==> src/rtl/serial_add_sub.sv <==
// Bit-serial WIDTH-bit adder/subtractor: one full-adder cell plus carry FF, LSB first.
// Latency: done pulses WIDTH cycles after the accepted start edge; one result per WIDTH cycles.
// Backpressure: start is accepted only while busy==0 (IDLE or DONE); start while busy is ignored.
module serial_add_sub #(
  parameter int WIDTH = 8
) (
  input  logic             clk,
  input  logic             rst_n,
  input  logic             start,
  input  logic             sub,
  input  logic [WIDTH-1:0] a,
  input  logic [WIDTH-1:0] b,
  input  logic             cin,
  output logic [WIDTH-1:0] sum,
  output logic             cout,
  output logic             overflow,
  output logic             busy,
  output logic             done
);

  localparam int CW = (WIDTH > 2) ? $clog2(WIDTH) : 1;
  localparam logic [CW-1:0] LAST = CW'(WIDTH - 1);

  typedef enum logic [1:0] {S_IDLE, S_RUN, S_DONE} state_t;

  state_t           r_state;
  state_t           w_next;
  logic [WIDTH-1:0] r_opa;
  logic [WIDTH-1:0] r_opb;
  logic [WIDTH-1:0] r_res;
  logic [WIDTH-1:0] r_sum;
  logic [CW-1:0]    r_cnt;
  logic             r_carry;
  logic             r_cout;
  logic             r_ovf;
  logic             w_accept;
  logic             w_last;
  logic             w_s;
  logic             w_c;

  // The single full-adder cell working on the current LSB pair.
  assign w_s = r_opa[0] ^ r_opb[0] ^ r_carry;
  assign w_c = (r_opa[0] & r_opb[0]) | (r_opa[0] & r_carry) | (r_opb[0] & r_carry);

  assign busy     = (r_state == S_RUN);
  assign done     = (r_state == S_DONE);
  assign w_accept = start & ~busy;
  assign w_last   = (r_cnt == LAST);

  assign sum      = r_sum;
  assign cout     = r_cout;
  assign overflow = r_ovf;

  // State register.
  always_ff @(posedge clk or negedge rst_n) begin
    if (!rst_n) r_state <= S_IDLE;
    else        r_state <= w_next;
  end

  // Next-state: a start in the DONE cycle restarts immediately for back-to-back ops.
  always_comb begin
    w_next = r_state;
    case (r_state)
      S_IDLE:  if (w_accept) w_next = S_RUN;
      S_RUN:   if (w_last)   w_next = S_DONE;
      S_DONE:  w_next = w_accept ? S_RUN : S_IDLE;
      default: w_next = S_IDLE;
    endcase
  end

  // Operand load, per-bit shift/accumulate, and result commit on the last bit.
  always_ff @(posedge clk or negedge rst_n) begin
    if (!rst_n) begin
      r_opa   <= '0;
      r_opb   <= '0;
      r_res   <= '0;
      r_cnt   <= '0;
      r_carry <= 1'b0;
      r_sum   <= '0;
      r_cout  <= 1'b0;
      r_ovf   <= 1'b0;
    end else if (w_accept) begin
      // Subtraction is a + ~b + 1; a borrow-in removes that +1, hence cin ^ sub.
      r_opa   <= a;
      r_opb   <= sub ? ~b : b;
      r_carry <= cin ^ sub;
      r_cnt   <= '0;
    end else if (r_state == S_RUN) begin
      r_opa   <= r_opa >> 1;
      r_opb   <= r_opb >> 1;
      r_carry <= w_c;
      r_res   <= {w_s, r_res[WIDTH-1:1]};
      r_cnt   <= r_cnt + CW'(1);
      if (w_last) begin
        // On the MSB step r_carry is the carry into the MSB, w_c the carry out of it.
        r_sum  <= {w_s, r_res[WIDTH-1:1]};
        r_cout <= w_c;
        r_ovf  <= r_carry ^ w_c;
      end
    end
  end

endmodule
==> config.mk <==
export PLATFORM = sky130hd
export DESIGN_NAME = serial_add_sub
export DESIGN_NICKNAME = d
export VERILOG_FILES = /design/src/rtl/serial_add_sub.sv
export SDC_FILE = /design/constraint.sdc
export NUM_CORES = 1
export LEC_CHECK = 0
export ABC_CLOCK_PERIOD_IN_PS = 3700
export CORE_ASPECT_RATIO = 0.9
export CORE_MARGIN = 2
export CORE_UTILIZATION = 55
export DETAILED_ROUTE_END_ITERATION = 8
export PLACE_DENSITY = 0.84
export SETUP_SLACK_MARGIN = 0.5
export SYNTH_ARGS = -nofsm -noshare
export SYNTH_HDL_FRONTEND = slang
export SYNTH_SLANG_ARGS = --single-unit
==> constraint.sdc <==
create_clock -name clk -period 3.7 [get_ports clk]
set_input_delay 0.555 -clock clk [delete_from_list [all_inputs] [get_ports clk]]
set_output_delay 0.555 -clock clk [all_outputs]
set_load 0.02 [all_outputs]
# Word level (Yosys, flattened, before mapping)
# Cells that the tools add are included.
dict set report word_totals {
  register_bits 40
  latchBits 0
  ramBits 0
  romBits 0
  wordCells 46
  memories 0
}
dict set report op_classes {
  n_addsub 1
  multipliers 0
  div_mod_pow 0
  n_lt_le_gt_ge 0
  eq_ne 5
  n_shift 0
  muxes 13
  n_bitwise 13
  n_reduce_logical 5
}
# op n
set ops {}
lappend ops {{2-to-1 mux 8 bit} 5}
lappend ops {{NOT 8 bit} 1}
lappend ops {{2-to-1 mux 3 bit} 2}
lappend ops {{one-hot mux 2 bit (3 select lines)} 1}
lappend ops {{bitwise AND 1 bit} 4}
lappend ops {{2-to-1 mux 2 bit} 2}
lappend ops {{AND reduction 2 bit} 2}
lappend ops {{XOR 1 bit} 4}
lappend ops {{adder 3 x 1 -> 3 bit (second input constant)} 1}
lappend ops {{equality test 3 bit (second input constant)} 1}
lappend ops {{2-to-1 mux 1 bit} 3}
lappend ops {{AND reduction 3 bit} 1}
lappend ops {{equality test 2 x 1 -> 1 bit (second input constant)} 1}
lappend ops {{equality test 2 bit (second input constant)} 1}
lappend ops {{zero test 2 bit} 1}
lappend ops {{inequality test 2 x 1 -> 1 bit (second input constant)} 1}
lappend ops {{inequality test 2 bit (second input constant)} 1}
lappend ops {{NOT 1 bit} 2}
lappend ops {{OR 1 bit} 2}
lappend ops {{nonzero test 2 bit} 1}

# Depth between registers and ports, before layout
# Gate-level depths: netlist (run 1).
dict set report depth {
  depth_word 5
  ltp_mapped 6
  depth_no_buf 5
}

# Least setup slack after synthesis (run 1)
# Ideal clock, no wire load.
dict set report synth_path {
  path_type {reg-to-reg}
  start {reg r_cnt[0]}
  end {reg r_cout, in the netlist cout}
  setup_time_ns 0.125
  t_arrival_ns 1.357
  required_time_ns 3.575
  setup_slack_ns 2.218
  path_stages_with_launch 6
  path_cell_list {dfrtp_1 ha_1 ha_1 nand3b_1 buf_6 mux2_4}
}
dict set report synth_between {
  elab_chain_cells 2
}
# element line_no
set synth_lines {}
lappend synth_lines {{start: declaration} 32} ;# logic [CW-1:0] r_cnt;
lappend synth_lines {{start signal: assignment} 93} ;# r_cnt <= r_cnt + CW'(1);
lappend synth_lines {{equality test 3 bit} 48} ;# assign w_last = (r_cnt == LAST);
lappend synth_lines {{AND reduction 3 bit (no source line)} -}
lappend synth_lines {{end signal: assignment} 97} ;# r_cout <= w_c;
lappend synth_lines {{end: declaration} 34} ;# logic r_cout;
# No other way between the ends.
# A chain may end at the register's enable or synchronous reset.

# Final worst setup path (run 1)
dict set report layout_path {
  start {reg r_state[1]}
  end {out busy}
}
dict set report layout_between {
  elab_chain_cells 1
}
# element line_no
set layout_lines {}
lappend layout_lines {{start: declaration} 26} ;# state_t r_state;
lappend layout_lines {{start signal: assignment} 57} ;# else r_state <= w_next;
lappend layout_lines {{equality test 2 x 1 -> 1 bit} 45} ;# assign busy = (r_state == S_RUN);
lappend layout_lines {{end: declaration} 17} ;# output logic busy,
# No other way between the ends.

==> results of run 1 <==
==> kinds of logic after synthesis <==
group,share of synthesized area [%]
AO/OA/AOI/OAI,6.312
buffers and inverters,4.184
AND/OR/NAND/NOR,10.35
multiplexers,16.31
flip-flops,55.32
XOR/XNOR,4.965
adder cells (fa/ha/maj),2.553
==> power breakdown <==
| group | internal (W) | switching, W |
|---|---|---|
| logic | 0.000302 | 0.000327 |
| clock network | 0.000160 | 0.000137 |
| registers | 0.000606 | 0.000113 |
==> worst max-delay path, stage by stage, from the launching register on <==
cell	delay, ns
dfrtp_1	0.39
nand2b_1	0.35
inv_2	0.13
clkdlybuf4s50_1	0.60
==> synthesized netlist by cell type, types with 2 or more instances <==
master | n | area, sq um
buf_4 | 2 | 15.01
inv_2 | 3 | 11.26
buf_2 | 5 | 25.02
buf_6 | 2 | 22.52
mux2i_1 | 16 | 160.2
nand2_1 | 41 | 153.9
xnor2_1 | 2 | 17.52
mux2_1 | 2 | 22.52
o21ai_1 | 20 | 100.1
xor2_1 | 8 | 70.07
ha_1 | 2 | 25.02
dfrtp_1 | 39 | 975.9
mux2_4 | 7 | 105.1
==> worst max path at each step <==
stage	startpoint	end	depth (start not counted)
finish	r_state[1]$_DFFE_PN0P_	busy	3
detailed placement	start	r_opb[0]$_DFFE_PN0P_	3
floorplan	r_cnt[0]$_DFFE_PN0P_	cout$_DFFE_PN0P_	5
global placement	start	r_opa[4]$_DFFE_PN0P_	3
global route	r_state[1]$_DFFE_PN0P_	busy	3
CTS	r_state[1]$_DFFE_PN0P_	busy	3
==> state kept, by name (all words and copies together) (netlist names) <==
register  flops
cout          1
overflow      1
r_carry       1
r_cnt         3
r_opa         8
r_opb         8
r_res         7
r_state       2
sum           8
==> per-layer routing <==
layer	global-route usage, %	up-vias	part of all wire (%)
met5	0	-	0
met2	29.02	30	49
met3	6.408	2	4.9
met1	23.75	568	45
li1	-	579	-
met4	6.522	0	0.88
==> per-stage QoR <==
| step | hold WS, ns | cells | utilization (%) | setup WS, ns |
|---|---|---|---|---|
| 2_1_floorplan | 0.2594 | 157 | - | 2.218 |
| 3_3_place_gp | 0.4519 | 223 | 67.73 | 1.515 |
| 3_5_place_dp | 0.4589 | 223 | 67.73 | 1.479 |
| 4_1_cts | 0.3115 | 231 | 70.54 | 1.316 |
| 5_1_grt | 0.3449 | 231 | 70.54 | 1.213 |
| 6_report | 0.2885 | 231 | 70.54 | 1.331 |
==> final cells by class <==
type	count	share of cell area (%)
clock buffers	6	2.371
clock inverters	2	1.619
inverters	3	0.5205
multi-input cells	106	33.02
flip-flops and latches	39	45.11
well taps	42	2.429
repair buffers	33	14.92
==> metrics.md, run 1 <==
| Metric | Value |
|---|---|
| Status | `complete, no violations` |
| Crit end category | `primary output` |
| Power consumption | `0.001644 W` |
| Vias in the first global route | `1136` |
| Worst min path class | `primary input to async pin` |
| # resized after CTS | `0` |
| RSZ-0062 raised after global routing | `no` |
| Setup bufs post-CTS | `0` |
| Final hold viol count | `0` |
| Crit path max fanout | `12` |
| Post-Synthesis Cell Area | `0.001764 sq mm` |
| DP HPWL | `2039 um` |
| I/O pin cnt | `33` |
| Antenna diodes | `0` |
| CTS sink cnt | `39` |
| Routability-driven placement congestion ratio | `0.7106` |
| Crit share post-route | `64.02%` |
| Ys async rst share | `100.0%` |
| Share of cells above drive strength 1 | `10.58%` |
| Min Clock Period, post-route | `2.369 ns` |
| Number of flops mapped to enable cells by yosys | `0` |
| Final #Nets | `212` |
| CTS Root Cell | `clkbuf_4` |
| Pwr dens | `760.1 mW/mm^2` |
| Slew Limit Fails | `0` |
| Register area | `975.9 sq um` |
| Die area | `0.003677 sq mm` |
| Clock tree buffer depth | `2` |
| R2r endpoint | `sum[0]$_DFFE_PN0P_` |
| Initial antenna violation count | `0` |
| Routed via count | `1179` |
| Startpoint Class | `flop` |
| Die Ht | `57.73 um` |
| Commonest non-fill, non-tap cells in the layout | `nand2_1 (41), dfrtp_1 (39), clkdlybuf4s50_1 (31), o21ai_1 (20), mux2i_1 (16)` |
| Antenna-violating nets left | `0` |
| Input/output buffers | `32` |
| Max transition margin | `30.30%` |
| Drt wl/cell | `12.74 um` |
| Pleak | `1.054 nW` |
| Final Setup Violations | `0` |
| Core Region | `0.003067 sq mm` |
| Commonest non-fill, non-tap cell in the layout | `nand2_1` |
| Grt ovf | `0` |
| Site Rows | `19` |
| Syn Nets | `181` |
| Clock-pin slew on the worst setup and hold paths | `0.12 ns` |
| Layout Skew | `0.01315 ns` |
| Fillcell total | `227` |
| Largest net degree at the start of global routing | `43` |
| Register area share after synthesis | `55.32%` |
| Count of hold-fix buffers inserted at cts | `0` |
| Vias per std cell | `5.104` |
| Crit path kind | `flop to primary output` |
| DRC Markers | `0` |
| Cts bufs inserted | `5` |
| Max VDD drop | `0.3935 mV` |
| Dominant synthesized flop cell | `dfrtp_1` |
| FF-to-FF path depth | `4` |
| Synthesis-to-layout area growth | `22.62%` |
| Area of the multi-input gates | `714.4 sq um` |
| Avg Synthesized Cell Area | `11.24 sq um` |
| Number of synthesized register bits | `39` |
| Yosys warns | `0` |
| Max-Cap Viols | `0` |
| Clock latency on the worst-skew pair | `0.35 ns` |
| Post-synthesis cell count | `157` |
| Final setup TNS | `0 ns` |
| Detailed Routing Iterations Pass 1 | `4` |
| Distinct cells, synth | `21` |
| Worst slew pin tran | `1.042 ns` |
| Area after DPL | `0.002077 sq mm` |
| H-Tree Depth | `2` |
| Die width | `63.70 um` |
| Initial Util | `57.53%` |
| Post-Route WL | `2943 um` |
| WP data required | `3.14 ns` |
| Worst EP arrival | `1.81 ns` |
| Max Clock Freq | `422.2 MHz` |
| GRT Total Usage | `18.31%` |
| Initial DRC Count | `85` |
| First-pass GRT wire length | `5037 um` |
| R2R setup slack | `1.85 ns` |
| Reg-to-Reg Start | `r_cnt[0]$_DFFE_PN0P_` |
| Final Instance Area | `0.002163 sq mm` |
| CTS tree | `yes` |
No activity file was read; power rests on OpenSTA's default activity.
==> run 2, diff against run 1 <==
ABC_CLOCK_PERIOD_IN_PS = 2300   (was 3700)
CORE_UTILIZATION = 51   (was 55)
PLACE_DENSITY = 0.78   (was 0.84)
clock period = 2.3 ns   (was 3.7 ns; I/O delays follow)
==> metrics.md, run 2 (synthesized netlist as in run 1, its figures left out) <==
| Metric | Value |
|---|---|
| WP data required | `1.96 ns (-1.18 ns)` |
| Commonest non-fill, non-tap cells in the layout | `nand2_1 (41), dfrtp_1 (39), clkdlybuf4s50_1 (29), o21ai_1 (20), mux2i_1 (16)` |
| GRT Total Usage | `17.51% (-0.80 points)` |
| Final #Nets | `215 (+1.4%)` |
| Pwr dens | `1200 mW/mm^2 (+58%)` |
| Die Ht | `59.80 um (+3.6%)` |
| Worst EP arrival | `1.24 ns (-0.57 ns)` |
| First-pass GRT wire length | `4988 um (-0.97%)` |
| Crit share post-route | `68.94%` |
| Startpoint Class | `flop` |
| Critical Path, Cell by Cell | `nand2b_1 -> inv_2 -> dlygate4sd2_1` |
| Crit path kind | `flop to primary output` |
| Routed via count | `1197 (+1.5%)` |
| Core Region | `0.003353 sq mm (+9.3%)` |
| Critical-path top delay cell | `dfrtp_1` |
| Grt ovf | `0 (unchanged)` |
| Crit end category | `primary output` |
| Largest net degree at the start of global routing | `43 (unchanged)` |
| Share of cells above drive strength 1 | `10.94% (+0.36 points)` |
| Worst min path class | `primary input to async pin` |
| Final setup TNS | `0 ns (unchanged)` |
| Max transition margin | `44.32% (+14 points)` |
| Cts bufs inserted | `5 (unchanged)` |
| Status | `complete, no violations` |
| Input/output buffers | `32 (unchanged)` |
| Clock-pin slew on the worst setup and hold paths | `0.07 ns (-0.05 ns)` |
| Clock tree buffer depth | `2 (unchanged)` |
| Reg-to-Reg Start | `r_cnt[0]$_DFFE_PN0P_` |
| H-Tree Depth | `2 (unchanged)` |
| Crit path max fanout | `3 (-9)` |
| Layout Skew | `0.001917 ns (-0.01124 ns)` |
| Clock latency on the worst-skew pair | `0.28 ns (-0.07 ns)` |
| Site Rows | `20 (+1)` |
| CTS Root Cell | `clkbuf_8` |
| Max-Cap Viols | `0 (unchanged)` |
| CTS sink cnt | `39 (unchanged)` |
| Die width | `66.00 um (+3.6%)` |
| Area after DPL | `0.002102 sq mm (+1.2%)` |
| Final hold viol count | `0 (unchanged)` |
| Pleak | `1.067 nW (+1.2%)` |
| DP HPWL | `2168 um (+6.3%)` |
| Min Clock Period, post-route | `1.586 ns` |
| Final Instance Area | `0.002181 sq mm (+0.81%)` |
| Initial DRC Count | `33 (-61%)` |
| Vias in the first global route | `1108 (-2.5%)` |
| Initial Util | `52.61% (-4.9 points)` |
| Post-Route WL | `3069 um (+4.3%)` |
| Worst Setup SP | `r_state[1]$_DFFE_PN0P_` |
| Fillcell total | `276 (+22%)` |
| Die area | `0.003946 sq mm (+7.3%)` |
| Final hold slack | `0.1622 ns (-0.1263 ns)` |
| Max Clock Freq | `630.6 MHz` |
| I/O pin cnt | `33 (unchanged)` |
| CP max stage delay | `0.38 ns (-0.22 ns)` |
| Synthesis-to-layout area growth | `23.62%` |
| Crit path buffers/inverters | `2 (unchanged)` |
| RSZ-0062 raised after global routing | `no` |
| Initial antenna violation count | `0 (unchanged)` |
| Final Setup Violations | `0 (unchanged)` |
| DRC Markers | `0 (unchanged)` |
| Detailed Routing Iterations Pass 1 | `4 (unchanged)` |
| Antenna-violating nets left | `0 (unchanged)` |
| Fin util | `65.04% (-5.5 points)` |
| CTS tree | `yes` |
| Routability-driven placement congestion ratio | `0.6932 (-2.4%)` |
| Max VDD drop | `0.6185 mV (+57%)` |
| Vias per std cell | `5.072 (-0.62%)` |
| Slew Limit Fails | `0 (unchanged)` |
| Delay-heaviest family, CP | `buffers and inverters` |
| Antenna diodes | `0 (unchanged)` |
| Drt wl/cell | `13.00 um (+2.1%)` |
| Commonest non-fill, non-tap cell in the layout | `nand2_1` |
| Count of hold-fix buffers inserted at cts | `0 (unchanged)` |
| Worst slew pin tran | `0.8352 ns (-0.2071 ns)` |
-- run 2: changes by cell type in the layout (fill, tap and decap cells not counted) --
cell,delta
buf_4,+3
bufinv_16,-1
clkbuf_1,+2
clkbuf_4,-5
clkbuf_8,+4
clkdlybuf4s50_1,-2
dlygate4sd2_1,+2
-- run 2: path summary, 6_finish.rpt --
path	endpoint	slack, ns	cells past startpoint
setup / recovery	busy	0.71	3
hold / removal	sum[2]$_DFFE_PN0P_	0.16	1
setup reg to reg	sum[1]$_DFFE_PN0P_	0.74	5
hold reg to reg	r_res[1]$_DFFE_PN0P_	0.47	2
max in group asynchronous	r_cnt[0]$_DFFE_PN0P_	1.61	1
min in group clk	r_res[1]$_DFFE_PN0P_	0.47	2
-- run 2: metrics by stage --
stage	power, W	setup WS (ns)	cells
floorplan	0.001845	0.8178	157
global placement	0.002152	0.6911	228
detailed placement	0.002228	0.6461	228
CTS	0.002653	0.7003	236
global route	0.002811	0.6400	236
finish	0.002618	0.7143	236
-- run 2: area by class of cell --
type,instances,area (sq um),share of cell area (%)
Sequential cell,39,975.9,44.75
Clock inverter,1,5.005,0.2295
Multi-Input combinational cell,106,714.4,32.76
Timing Repair Buffer,36,342.8,15.72
Clock buffer,7,76.32,3.500
Tap cell,44,55.05,2.524
Inverter,3,11.26,0.5164
-- run 2: repair_timing --
item                                    CTS  global route
resized for setup                         2             0
setup buffers                             0             0
endpoints found under the setup margin    2             0
-- run 2: worst register-to-register path, cell delays in order (launching register included) --
cell and delay, ns:
dfrtp_1 0.40, ha_1 0.21, ha_1 0.19, nand3b_1 0.08, buf_4 0.23, mux2_1 0.34
-- run 2: per-layer routing --
layer | track usage [%] | part of all wire [%] | vias to the layer above
met5 | 0 | 0 | -
met4 | 6.122 | 0.88 | 0
met3 | 5.838 | 4.4 | 2
met2 | 31.60 | 52 | 24
met1 | 19.50 | 42 | 586
li1 | - | - | 585
-- run 2: where the power goes --
group	internal [W]	switching [W]	total [W]	leakage, nW
registers	0.000978	0.000184	0.00116	0.496
clock network	0.000213	0.000214	0.000426	0.0422
logic	0.000495	0.000535	0.00103	0.528
==> run 3, diff against run 2 <==
ABC_CLOCK_PERIOD_IN_PS = 1500   (was 2300)
clock period = 1.5 ns   (was 2.3 ns; I/O delays follow)
==> metrics.md, run 3 (synthesized netlist as in run 1, its figures left out) <==
| Metric | Value |
|---|---|
| Final Non-Filler Cells | `264 (+12%)` |
| Crit share post-route | `102.0%` |
| Final #Nets | `243 (+13%)` |
| H-Tree Depth | `2 (unchanged)` |
| Worst EP arrival | `1.71 ns (+0.47 ns)` |
| Grt ovf | `0 (unchanged)` |
| Max-Cap Viols | `0 (unchanged)` |
| Detailed Routing Iterations Pass 1 | `6 (+2)` |
| Clock latency on the worst-skew pair | `0.30 ns (+0.02 ns)` |
| Crit end category | `flop` |
| DRC Markers | `0 (unchanged)` |
| Hold path cells | `3` |
| Placed Cells | `231 (+1.3%)` |
| Die area | `0.003946 sq mm (unchanged)` |
| Commonest non-fill, non-tap cell in the layout | `dfrtp_1` |
| Sw Share | `37.27% (+1.6 points)` |
| Max transition margin | `68.05% (+24 points)` |
| Clk pwr share | `13.4% (-2.9 points)` |
| Final Setup Violations | `9 (+9)` |
| Initial DRC Count | `65 (+97%)` |
| R2r endpoint | `sum[3]$_DFFE_PN0P_` |
| Crit path max fanout | `9 (+6)` |
| CTS tree | `yes` |
| RSZ-0062 raised after global routing | `yes` |
| Int Pwr | `0.003643 W (+120%)` |
| Share of cells above drive strength 1 | `48.18% (+37 points)` |
| Antenna-violating nets left | `0 (unchanged)` |
| Min Clock Period, post-route | `1.529 ns` |
| Synthesis-to-layout area growth | `60.57%` |
| Vias per std cell | `5.261 (+3.7%)` |
| Routability-driven placement congestion ratio | `0.7271 (+4.9%)` |
| Seq pwr share | `33.2% (-11 points)` |
| Setup crit end | `sum[3]$_DFFE_PN0P_` |
| Clock tree buffer depth | `2 (unchanged)` |
| Post-Route WL | `4579 um (+49%)` |
| DP HPWL | `2079 um (-4.1%)` |
| Clock-pin slew on the worst setup and hold paths | `0.07 ns (about the same)` |
| Site Rows | `20 (unchanged)` |
| Worst min path class | `primary input to flop` |
| Antenna diodes | `0 (unchanged)` |
| Crit path kind | `flop to flop` |
| Register area | `977.2 sq um (+0.13%)` |
| Status | `finished, violations left` |
| GRT Total Usage | `18.69% (+1.2 points)` |
| CTS sink cnt | `39 (unchanged)` |
| Max Clock Freq | `653.9 MHz` |
| Final hold viol count | `0 (unchanged)` |
| Slew Limit Fails | `0 (unchanged)` |
| Pleak | `1.418 nW (+33%)` |
| Drt wl/cell | `17.34 um (+33%)` |
| Final hold slack | `0.4861 ns (+0.3239 ns)` |
| Area of the multi-input gates | `932.1 sq um (+30%)` |
| Area after DPL | `0.002167 sq mm (+3.1%)` |
| Largest net degree at the start of global routing | `40 (-7.0%)` |
| Core Region | `0.003353 sq mm (unchanged)` |
| Cts bufs inserted | `5 (unchanged)` |
| FF-to-FF path depth | `5 (unchanged)` |
| Routed via count | `1389 (+16%)` |
| Worst slew pin tran | `0.4792 ns (-0.3560 ns)` |
| Setup WS post-layout | `-0.02931 ns (-0.7436 ns)` |
| R2R setup slack | `-0.03 ns (-0.77 ns)` |
| Reg-to-Reg Start | `r_cnt[0]$_DFFE_PN0P_` |
| Max VDD drop | `1.505 mV (+140%)` |
| Failing checks | `setup timing` |
| Die width | `66.00 um (unchanged)` |
| Initial antenna violation count | `0 (unchanged)` |
| WP data required | `1.69 ns (-0.27 ns)` |
| Input/output buffers | `32 (unchanged)` |
| Pwr dens | `2050 mW/mm^2 (+71%)` |
| Sw Pwr | `0.002165 W (+130%)` |
| Pre-CTS WS | `0.03608 ns (-0.6101 ns)` |
| Final Instance Area | `0.002833 sq mm (+30%)` |
| Combinational Power Share | `53.4% (+14 points)` |
| Worst Setup SP | `r_cnt[0]$_DFFE_PN0P_` |
| I/O pin cnt | `33 (unchanged)` |
| Startpoint Class | `flop` |
| CTS Root Cell | `clkbuf_8` |
| First-pass GRT wire length | `5354 um (+7.3%)` |
| Vias in the first global route | `1263 (+14%)` |
| Fillcell total | `165 (-40%)` |
| Die Ht | `59.80 um (unchanged)` |
| Commonest non-fill, non-tap cells in the layout | `dfrtp_1 (38), buf_6 (19), nand2_1 (18), clkdlybuf4s50_1 (18), mux2i_1 (15)` |
| Layout Skew | `0.005928 ns (+0.004011 ns)` |
| Initial Util | `52.61% (unchanged)` |
-- run 3: cell count changes in the layout (fill, tap and decap cells not counted), moves of 11 or more --
cell / before / now
o21ai_1: 20 / 8
clkdlybuf4s50_1: 29 / 18
nand2_4: 0 / 14
o21ai_2: 0 / 12
nand2_1: 41 / 18
buf_6: 0 / 19
-- run 3: per-layer routing --
| layer | track usage, % | routed length [um] | vias to the layer above | part of all wire, % |
|---|---|---|---|---|
| met3 | 4.708 | 198 | 10 | 4.3 |
| met5 | 0 | 0 | - | 0 |
| li1 | - | - | 646 | - |
| met4 | 9.621 | 87 | 0 | 1.9 |
| met2 | 31.89 | 2338 | 36 | 51 |
| met1 | 22.10 | 1955 | 697 | 43 |
-- run 3: what timing repair did --
action	4_1_cts	5_1_grt
setup buffers	8	8
hold buffers	1	0
endpoints found under the setup margin	48	51
gates resized for setup	65	76
cloned	1	7
endpoints found under the hold margin	39	0
pin swaps	0	22
-- run 3: worst max-delay path, cell delays in order (launching register included) --
cell      delay [ns]
dfrtp_1         0.41
ha_2            0.20
ha_4            0.16
nand3b_1        0.18
buf_12          0.17
mux2_4          0.30
-- run 3: area by class of cell --
cell class                      count  area share (%)
Multi-Input combinational cell    106           32.91
Timing Repair Buffer               64           26.63
Inverter                            3          0.4859
Clock buffer                        8           3.534
Tap cell                           44           1.943
Sequential cell                    39           34.50
-- run 3: how the worst min path moves through the flow --
stage | slack, ns | to | from
floorplan | -0.07 | cout$_DFFE_PN0P_ | rst_n
global placement | 0.30 | sum[2]$_DFFE_PN0P_ | rst_n
detailed placement | 0.30 | sum[2]$_DFFE_PN0P_ | rst_n
CTS | 0.49 | r_res[1]$_DFFE_PN0P_ | r_res[1]$_DFFE_PN0P_
global route | 0.49 | r_opb[7]$_DFFE_PN0P_ | start
finish | 0.49 | r_opb[7]$_DFFE_PN0P_ | start
-- run 3: power by group through the flow --
stage | Sequential [W] | Clock (W) | Combinational, W
after floorplan | 0.00188 | 0 | 0.00100
after global placement | 0.00177 | 0 | 0.00158
after detailed placement | 0.00180 | 0 | 0.00166
after CTS | 0.00179 | 0.000791 | 0.00197
after global routing | 0.00197 | 0.000840 | 0.00330
final | 0.00193 | 0.000779 | 0.00310
-- run 3: per-stage QoR --
step	util (%)	TNS, ns	total power [W]
finish	84.48	-0.1843	0.005808
floorplan	-	0	0.002879
global route	84.48	-0.3990	0.006112
CTS	71.08	0	0.004550
global placement	64.63	0	0.003355
detailed placement	64.63	0	0.003459
